### config.mk
export PLATFORM = sky130hd
export DESIGN_NAME = bft_host_endpoint
export DESIGN_NICKNAME = d
export VERILOG_FILES = /design/src/rtl/bft_host_endpoint.sv
export SDC_FILE = /design/constraint.sdc
export NUM_CORES = 1
export LEC_CHECK = 0
export CAP_MARGIN = 20
export CORE_MARGIN = 10
export CORE_UTILIZATION = 53
export DETAILED_ROUTE_END_ITERATION = 16
export PLACE_DENSITY = 0.81
export SYNTH_ARGS = -nofsm -noshare
export SYNTH_HDL_FRONTEND = slang
export SYNTH_SLANG_ARGS = --single-unit
### constraint.sdc
create_clock -name clk -period 5.7 [get_ports clk]
set_clock_uncertainty 0.05 [all_clocks]
set_input_delay 1.14 -clock clk [delete_from_list [all_inputs] [get_ports clk]]
set_output_delay 1.14 -clock clk [all_outputs]
set_load 0.005 [all_outputs]
### src/rtl/bft_host_endpoint.sv
// BFT host endpoint: credit-paced TX packetizer and buffered RX depacketizer.
// Optional RX sequence checking is enabled by defining BFT_HOST_SEQ_CHECK_EN.

// Generic synchronous FIFO with first-word fall-through head.
// Latency: a push is visible at the head on the next cycle.
// Backpressure: push_rdy is low only when full and not popping this cycle.
module bft_host_fifo #(
    parameter int WIDTH = 32,
    parameter int DEPTH = 4
) (
    input  logic             clk,
    input  logic             reset,
    input  logic             push_vld,
    output logic             push_rdy,
    input  logic [WIDTH-1:0] push_dat,
    input  logic             pop_rdy,
    output logic             head_vld,
    output logic [WIDTH-1:0] head_dat
);
    localparam int AW = $clog2(DEPTH);

    logic [WIDTH-1:0] mem [DEPTH];
    logic [AW-1:0]    wr_ptr;
    logic [AW-1:0]    rd_ptr;
    logic [AW:0]      count;
    logic             do_push;
    logic             do_pop;

    assign head_vld = (count != '0);
    assign do_pop   = pop_rdy && head_vld;
    assign push_rdy = (count != (AW+1)'(DEPTH)) || do_pop;
    assign do_push  = push_vld && push_rdy;
    assign head_dat = head_vld ? mem[rd_ptr] : '0;

    always_ff @(posedge clk) begin
        if (do_push) begin
            mem[wr_ptr] <= push_dat;
        end
    end

    always_ff @(posedge clk) begin
        if (reset) begin
            wr_ptr <= '0;
            rd_ptr <= '0;
            count  <= '0;
        end else begin
            if (do_push) wr_ptr <= wr_ptr + AW'(1);
            if (do_pop)  rd_ptr <= rd_ptr + AW'(1);
            case ({do_push, do_pop})
                2'b10:   count <= count + (AW+1)'(1);
                2'b01:   count <= count - (AW+1)'(1);
                default: count <= count;
            endcase
        end
    end
endmodule

// Host endpoint terminating the BFT leaf packet protocol.
// Latency: TX accept -> dout_host2bft 1 cycle; RX packet -> vld_host2user 1 cycle.
// Backpressure: TX stalls at zero credits; RX drops data packets on full FIFO.
module bft_host_endpoint #(
    parameter int PACKET_BITS   = 49,
    parameter int PAYLOAD_BITS  = 32,
    parameter int NUM_LEAF_BITS = 3,
    parameter int NUM_PORT_BITS = 4,
    parameter int CREDIT_INIT   = 64,
    parameter int RX_DEPTH      = 4
) (
    input  logic                     clk,
    input  logic                     reset,
    output logic [PACKET_BITS-1:0]   dout_host2bft,
    input  logic [PACKET_BITS-1:0]   din_bft2host,
    input  logic [NUM_LEAF_BITS-1:0] dst_leaf,
    input  logic [NUM_PORT_BITS-1:0] dst_port,
    input  logic [PAYLOAD_BITS-1:0]  din_user2host,
    input  logic                     vld_user2host,
    output logic                     ack_host2user,
    output logic [PAYLOAD_BITS-1:0]  dout_host2user,
    output logic                     vld_host2user,
    input  logic                     ack_user2host,
    output logic [6:0]               credits,
    output logic [7:0]               drop_cnt,
    output logic                     seq_err
);
    localparam int SEQ_LSB  = PAYLOAD_BITS;
    localparam int CTRL_BIT = PAYLOAD_BITS + 8;

    logic                    din_vld;
    logic                    din_ctrl;
    logic [7:0]              din_seq;
    logic [PAYLOAD_BITS-1:0] din_payload;
    logic [7:0]              tx_seq;
    logic                    tx_acc;
    logic [6:0]              credit_inc;
    logic [8:0]              credit_sum;
    logic [6:0]              credits_nxt;
    logic                    rx_data_vld;
    logic                    rx_push_rdy;
    logic                    rx_push_ok;
    logic                    rx_drop;
    logic                    unused_hdr;

    assign din_vld     = din_bft2host[PACKET_BITS-1];
    assign din_ctrl    = din_bft2host[CTRL_BIT];
    assign din_seq     = din_bft2host[SEQ_LSB +: 8];
    assign din_payload = din_bft2host[PAYLOAD_BITS-1:0];
    assign unused_hdr  = ^din_bft2host[PACKET_BITS-2:CTRL_BIT+1];

    // Reset gates ack so nothing is accepted while state is being reloaded.
    assign tx_acc        = vld_user2host && (credits != '0) && !reset;
    assign ack_host2user = tx_acc;

    assign credit_inc  = (din_vld && din_ctrl) ? din_payload[6:0] : '0;
    assign credit_sum  = 9'(credits) + 9'(credit_inc) - 9'(tx_acc);
    assign credits_nxt = (credit_sum > 9'(CREDIT_INIT)) ? 7'(CREDIT_INIT) : credit_sum[6:0];

    always_ff @(posedge clk) begin
        if (reset) begin
            dout_host2bft <= '0;
            tx_seq        <= '0;
            credits       <= 7'(CREDIT_INIT);
        end else begin
            credits <= credits_nxt;
            if (tx_acc) begin
                dout_host2bft <= {1'b1, dst_leaf, dst_port, 1'b0, tx_seq, din_user2host};
                tx_seq        <= tx_seq + 8'd1;
            end else begin
                dout_host2bft <= '0;
            end
        end
    end

    assign rx_data_vld = din_vld && !din_ctrl;
    assign rx_push_ok  = rx_data_vld && rx_push_rdy;
    assign rx_drop     = rx_data_vld && !rx_push_rdy;

    bft_host_fifo #(
        .WIDTH (PAYLOAD_BITS),
        .DEPTH (RX_DEPTH)
    ) u_rx_fifo (
        .clk      (clk),
        .reset    (reset),
        .push_vld (rx_data_vld),
        .push_rdy (rx_push_rdy),
        .push_dat (din_payload),
        .pop_rdy  (ack_user2host),
        .head_vld (vld_host2user),
        .head_dat (dout_host2user)
    );

    always_ff @(posedge clk) begin
        if (reset) begin
            drop_cnt <= '0;
        end else if (rx_drop && (drop_cnt != 8'hFF)) begin
            drop_cnt <= drop_cnt + 8'd1;
        end
    end

`ifdef BFT_HOST_SEQ_CHECK_EN
    logic [7:0] rx_seq_exp;
    logic       seq_err_q;

    // Match or mismatch, the next expected value follows the stored packet.
    always_ff @(posedge clk) begin
        if (reset) begin
            rx_seq_exp <= '0;
            seq_err_q  <= 1'b0;
        end else if (rx_push_ok) begin
            if (din_seq != rx_seq_exp) seq_err_q <= 1'b1;
            rx_seq_exp <= din_seq + 8'd1;
        end
    end

    assign seq_err = seq_err_q;
`else
    logic unused_seq;
    assign unused_seq = ^{din_seq, rx_push_ok};
    assign seq_err    = 1'b0;
`endif
endmodule
==> results.py, run 1 <==
metrics = {
    "status": {
        "status": "completed",
    },
    "setup_path": {
        "reg2regPathDepth": 14,
        "r2r_start": "credits[4]$_SDFF_PP0_",
        "rr_endpoint": "credits[5]$_SDFF_PP0_",
        "cp.arrival_ps": 4590,
        "start_kind": "input port",
        "endpoint_kind": "flop",
        "critical_path_class": "input port to flop",
        "worstSetupEndpoint": "credits[5]$_SDFF_PP0_",
        "regToRegSetupSlack_ps": 2100,
        "crit_path_start": "reset",
        "crit_fanout": 50,
        "crit_required_ps": 6030,
    },
    "clock_network": {
        "cts_tree": "done",
        "clock_latency_ps": 470,
        "cts_resized": 0,
        "post_cts_buffers": 0,
        "hold_buffers": 0,
        "clock_sinks": 208,
        "htreeDepth": 1,
        "numCtsBuffers": 21,
        "clk_path_buf_depth": 3,
        "cts_root_buf": "clkbuf_16",
        "clk_pin_slew_worst_paths_ps": 60,
    },
    "route": {
        "drt-initial-drc-count": 239,
        "drt-vias-per-instance": 5.32,
        "drt_pass1_iterations": 5,
        "antenna_left": 0,
        "vias": 4820,
        "routed_wl_um": 17300,
        "route.detailed.drc": 0,
        "wl_per_cell_um": 19.1,
    },
    "synth": {
        "syn_avg_cell_area_sq_um": 15.0,
        "synth_edf_count": 128,
        "synthArstFlopShare_pct": 0,
        "syn_inst": 535,
        "ys_ff_latch": 208,
        "yosysTopAreaCell": "edfxtp_1",
        "synth.area.top_cells": "edfxtp_1, dfxtp_1, mux4_2, and3_1, and2_1",
        "yosysTopAreaCellShare_pct": 47.8,
        "synth.distinct_cells": 41,
        "syn_area_sq_um": 8030,
        "synth_top_flop_cell": "edfxtp_1",
        "yosysSeqAreaShare_pct": 67.8,
        "yosys_warnings": 0,
    },
    "sta": {
        "finalWorstSetupSlack_ps": 1440,
        "slew_violations": 0,
        "setup_viol": 0,
        "rsz0062_at_grt": "no",
        "hold_viol_final": 0,
        "period_share_pct": 74.7,
        "worst_slew_pin_slew_ps": 925,
        "tns_ps": 0,
        "min_period_ps": 4260,
        "maxSlewHeadroom_pct": 38.3,
        "max_freq_mhz": 235,
    },
    "worst_hold_path": {
        "min_path_type": "flop to flop",
    },
    "power_and_ir_drop": {
        "ir_drop_v": 0.000286,
        "switching_power_uw": 1090,
        "p_total_uw": 4110,
        "internal_power_uw": 3010,
        "p_per_area_nw_per_um2": 390,
        "p_leak_uw": 0.00384,
        "pwr-share-seq_pct": 43.6,
        "power_frac_comb_pct": 27.3,
        "pwr-share-clk_pct": 29.1,
        "p_sw_share_pct": 26.6,
    },
    "placed_design": {
        "place.gp.congestion": 0.800,
        "dp_slack_ps": 975,
        "place.port_buffers": 173,
        "dpl.hpwl_um": 11900,
        "place_area_sq_um": 9920,
    },
    "global_routing": {
        "grt_max_degree": 58,
        "grt.overflow.total": 0,
        "grt_pass1_wl_um": 27300,
        "antenna_found_initial": 0,
        "grt_usage_pct": 16.6,
        "grt_pass1_vias": 5160,
    },
    "finish": {
        "final_cell_area_sq_um": 10500,
        "n_antenna_cell": 0,
        "syn_to_final_growth_pct": 31.0,
        "drive_gt1_share_pct": 10.7,
        "nets": 823,
    },
    "die": {
        "core_area_sq_um": 14700,
        "ios": 191,
        "die_area_sq_um": 20500,
        "rows": 44,
        "dieHeight_um": 143,
        "die_w_um": 143,
        "initial_core_util_pct": 54.7,
    },
    "run": {
        "maxCapViolCount": 0,
    },
}
## placed cells by master (no fill, tap or decap), drive strengths merged, types with 2 or more instances in the layout
| master | n |
|---|---|
| nand4 | 4 |
| clkinvlp | 4 |
| and4 | 3 |
| buf | 4 |
| clkinv | 10 |
| a21oi | 4 |
| edfxtp | 128 |
| a211oi | 4 |
| nor2 | 28 |
| o21ai | 6 |
| or2 | 3 |
| and2 | 42 |
| and3 | 50 |
| o211ai | 2 |
| nor3 | 5 |
| mux2i | 4 |
| mux4 | 32 |
| nor2b | 2 |
| conb | 2 |
| nand2 | 13 |
| inv | 30 |
| clkdlybuf4s50 | 173 |
| dfxtp | 80 |
| xnor2 | 6 |
| or3 | 3 |
| xor2 | 16 |
| clkbuf | 23 |
| nand3 | 5 |
| ha | 21 |
| a311oi | 2 |
| nor4 | 4 |
| fa | 2 |
## power by group through the flow
stage	combinational (uW)	clock [uW]	sequential [uW]
finish	1120	1200	1790
global route	1220	1290	1810
CTS	1140	1220	1800
detailed placement	1130	0	1830
global placement	1100	0	1820
floorplan	655	0	1760
## synth_stat cells (all sizes together), types with 2 or more instances
cell and n:
inv 30, nor2b 2, dfxtp 80, o211ai 2, o21ai 6, xnor2 6
nor2 28, and3 50, xor2 16, edfxtp 128, or2 3, a21oi 4
nor3 5, a211oi 4, fa 2, buf 6, and2 42, a311oi 2
clkbuf 22, ha 21, nand3 5, and4 3, nand2 13, nor4 4
mux2i 4, nand4 4, or3 3, mux4 32
## stage by stage
step | util [%] | cells | hold slack, ps
3_3_place_gp | 67.5 | 869 | 425
5_1_grt | 71.6 | 906 | 472
4_1_cts | 71.6 | 906 | 450
2_1_floorplan | - | 536 | 412
6_report | 71.6 | 906 | 453
3_5_place_dp | 67.5 | 869 | 443
## critical path, cell delays in order
cell and delay, ps:
clkdlybuf4s50_1 450, buf_4 280, inv_1 80, buf_4 250
and2_1 210, ha_1 300, inv_1 60, ha_1 150
inv_1 50, fa_1 400, nor2b_1 190, o211ai_1 140
a311oi_1 310, mux2i_1 240, nor4_1 300
## registers in the layout, indices dropped and copies added (netlist names), named ones only
signal and flops:
u_rx_fifo.mem 128, credits 7, dout_host2bft 48, tx_seq 8, drop_cnt 8, u_rx_fifo.rd_ptr 2
u_rx_fifo.count 3, u_rx_fifo.wr_ptr 2
## cell type report
type | count | area, sq um
well taps | 184 | 230
inverters | 30 | 113
fillers | 971 | 4170
flip-flops and latches | 208 | 5450
clock buffers | 23 | 533
multi-input cells | 270 | 2370
repair buffers | 177 | 1760
clock inverters | 14 | 70.1
## how the worst min path moves through the flow
| stage | start | endpoint | slack (ps) | cells past startpoint |
|---|---|---|---|---|
| finish | tx_seq[6]$_SDFFE_PP0P_ | dout_host2bft[38]$_SDFF_PP0_ | 450 | 1 |
| CTS | tx_seq[7]$_SDFFE_PP0P_ | dout_host2bft[39]$_SDFF_PP0_ | 450 | 1 |
| global route | tx_seq[6]$_SDFFE_PP0P_ | dout_host2bft[38]$_SDFF_PP0_ | 470 | 1 |
| floorplan | u_rx_fifo.count[2]$_SDFFE_PP0P_ | u_rx_fifo.count[2]$_SDFFE_PP0P_ | 410 | 2 |
| global placement | u_rx_fifo.count[2]$_SDFFE_PP0P_ | u_rx_fifo.count[2]$_SDFFE_PP0P_ | 420 | 2 |
| detailed placement | tx_seq[7]$_SDFFE_PP0P_ | dout_host2bft[39]$_SDFF_PP0_ | 440 | 1 |
## per-layer routing
metal  wire [um]  up-vias  share of wire (%)  GRT usage, %
met4         187        0                1.1          2.55
met3        1570       17                9.1          5.77
met5           0        -                  0             0
met2        9010      145                 52          30.2
li1            -     2291                  -             -
met1        6500     2367                 38          18.6
## cells by family (layout without fill, tap and decap cells)
family | after synthesis | after routing | share of synthesized area [%]
flops | 208 | 208 | 67.8
simple gates | 164 | 164 | 11.5
buf+inv | 58 | 244 | 2.85
mux | 36 | 36 | 9.47
fa+ha+maj | 23 | 23 | 3.77
compound gates | 23 | 23 | 2.15
xor+xnor | 22 | 22 | 2.40
other cells | 1 | 2 | 0.0467
Power figures use the tool's default switching activity.
==> run 2: changes to the inputs <==
--- a/config.mk
+++ b/config.mk
@@ -7,9 +7,9 @@
 export LEC_CHECK = 0
 export CAP_MARGIN = 20
 export CORE_MARGIN = 10
-export CORE_UTILIZATION = 53
+export CORE_UTILIZATION = 45
 export DETAILED_ROUTE_END_ITERATION = 16
-export PLACE_DENSITY = 0.81
+export PLACE_DENSITY = 0.73
 export SYNTH_ARGS = -nofsm -noshare
 export SYNTH_HDL_FRONTEND = slang
 export SYNTH_SLANG_ARGS = --single-unit
==> constraint.sdc (replaced) <==
create_clock -name clk -period 3.45 [get_ports clk]
set_clock_uncertainty 0.05 [all_clocks]
set_input_delay 0.69 -clock clk [delete_from_list [all_inputs] [get_ports clk]]
set_output_delay 0.69 -clock clk [all_outputs]
set_load 0.005 [all_outputs]
==> run 2 against run 1 <==
  * Non-clock buffer count rose by 10
  * Global-route usage fell by 1.9 points
  * Clock-buffer cell count grew 1
  * Setup slack worse by 1300 ps
  * Total power is 73% higher
  * Via count increased by 1.2%
  * Critical path type is now flop to flop
  * Largest power group unchanged
==> results.py, run 2 (synthesis gave the netlist of run 1 again) <==
metrics = {
    "die": {
        "dieHeight_um": 154,
        "ios": 191,
        "die_w_um": 154,
        "initial_core_util_pct": 46.1,
        "die_area_sq_um": 23600,
        "rows": 48,
        "core_area_sq_um": 17400,
    },
    "global_routing": {
        "grt.met1_usage_pct": 17.1,
        "grt_usage_pct": 14.6,
        "grt.overflow.total": 0,
        "grt.busiest_layer": "met2",
        "grt_pass1_vias": 5296,
        "grt_use_met3_pct": 6.75,
        "met2_usage_pct": 24.3,
        "antenna_found_initial": 0,
        "grt_max_degree": 57,
        "grt_pass1_wl_um": 28500,
    },
    "route": {
        "vias": 4879,
        "antenna_left": 0,
        "routed_wl_um": 17900,
        "drt_pass1_iterations": 4,
        "drt-initial-drc-count": 209,
        "route.detailed.drc": 0,
        "wl_per_cell_um": 18.6,
        "drt-vias-per-instance": 5.08,
    },
    "status": {
        "status": "completed",
    },
    "setup_path": {
        "endpoint_kind": "flop",
        "start_kind": "flop",
        "crit_fanout": 7,
        "crit_required_ps": 3800,
        "cp.arrival_ps": 3640,
        "regToRegSetupSlack_ps": 170,
        "critical_path_class": "flop to flop",
    },
    "clock_network": {
        "hold_buffers": 0,
        "clock_latency_ps": 490,
        "clk_path_buf_depth": 3,
        "cts_tree": "done",
        "htreeDepth": 1,
        "cts_root_buf": "clkbuf_16",
        "clk_pin_slew_worst_paths_ps": 60,
        "clock_sinks": 208,
        "numCtsBuffers": 22,
    },
    "sta": {
        "min_period_ps": 3280,
        "slew_violations": 0,
        "max_freq_mhz": 305,
        "hold_viol_final": 0,
        "period_share_pct": 95.1,
        "worst_slew_pin_slew_ps": 908,
        "maxSlewHeadroom_pct": 39.4,
        "hold_ws_ps": 447,
        "setup_viol": 0,
    },
    "placed_design": {
        "place_area_sq_um": 10100,
        "dpl.hpwl_um": 12100,
        "place.port_buffers": 173,
        "place.gp.congestion": 0.879,
    },
    "finish": {
        "syn_to_final_growth_pct": 34.3,
        "fillers": 1315,
        "mostFrequentLayoutCells": "clkdlybuf4s50_1, edfxtp_1, dfxtp_1",
        "largest_registers": "u_rx_fifo.mem x128, dout_host2bft x48",
        "n_antenna_cell": 0,
        "final_common_cell": "clkdlybuf4s50_1",
        "drive_gt1_share_pct": 12.9,
        "regMostFlops": "u_rx_fifo.mem",
        "final_cell_area_sq_um": 10800,
        "nets": 834,
        "largest_reg_flops": 128,
    },
    "run": {
        "maxCapViolCount": 0,
    },
    "worst_hold_path": {
        "min_path_type": "flop to flop",
    },
    "power_and_ir_drop": {
        "p_total_uw": 7110,
        "p_leak_uw": 0.00395,
        "p_per_area_nw_per_um2": 659,
        "ir_drop_v": 0.000475,
    },
}
==> run 2: changes by cell type in the layout (fill, tap and decap cells not counted), sizes merged <==
cell      before  now
buf            4   14
bufinv         0    1
clkbuf        23   24
clkinvlp       4    5
==> run 2: worst max-delay path, cell delays in order (launching register included) <==
cell      delay (ps)
dfxtp_1          350
nor4_2           410
a21boi_4         100
and2_1           190
ha_1             280
inv_1             60
ha_1             160
inv_1             60
fa_1             380
nor2b_1          170
o211ai_1         140
a311oi_1         340
mux2i_2          200
nor4_1           290
==> run 2: worst paths after layout <==
check / cells past startpoint / startpoint / endpoint
worst max-delay path: 13 / credits[2]$_SDFF_PP0_ / credits[5]$_SDFF_PP0_
worst min-delay path: 1 / tx_seq[7]$_SDFFE_PP0P_ / dout_host2bft[39]$_SDFF_PP0_
worst max register to register: 13 / credits[2]$_SDFF_PP0_ / credits[5]$_SDFF_PP0_
worst min register to register: 1 / tx_seq[7]$_SDFFE_PP0P_ / dout_host2bft[39]$_SDFF_PP0_
==> run 2: layer usage <==
| layer | share of wire (%) | wire length (um) |
|---|---|---|
| met5 | 0 | 0 |
| met4 | 1.4 | 248 |
| met3 | 11 | 1910 |
| met2 | 47 | 8410 |
| met1 | 41 | 7320 |
==> run 2: timing repair <==
item / 4_1_cts / 5_1_grt
hold endpoints to repair: 0 / 0
endpoints found under the setup margin: 0 / 7
setup buffers: 0 / 0
gates resized for setup: 0 / 2
==> run 2: per-stage QoR <==
step / instances / setup WS (ps) / utilization [%] / setup TNS [ps]
finish: 960 / 168 / 61.9 / 0
global route: 960 / -33.1 / 61.9 / -63.8
CTS: 960 / 64.0 / 61.9 / 0
detailed placement: 920 / -271 / 57.9 / -1600
global placement: 920 / -138 / 57.9 / -431
floorplan: 536 / 26.6 / - / 0
==> run 2: area by class of cell <==
cell class,instances,area (sq um),area share [%]
repair buffers,187,1860,17.3
flip-flops and latches,208,5450,50.5
inverters,30,113,1.04
multi-input cells,270,2390,22.2
clock buffers,24,579,5.37
clock inverters,16,116,1.08
well taps,225,282,2.61
==> run 2: where the power goes <==
part | internal [uW] | switching [uW]
Clock | 1290 | 911
Combinational | 1150 | 881
Sequential | 2790 | 90.3
Total | 5230 | 1880
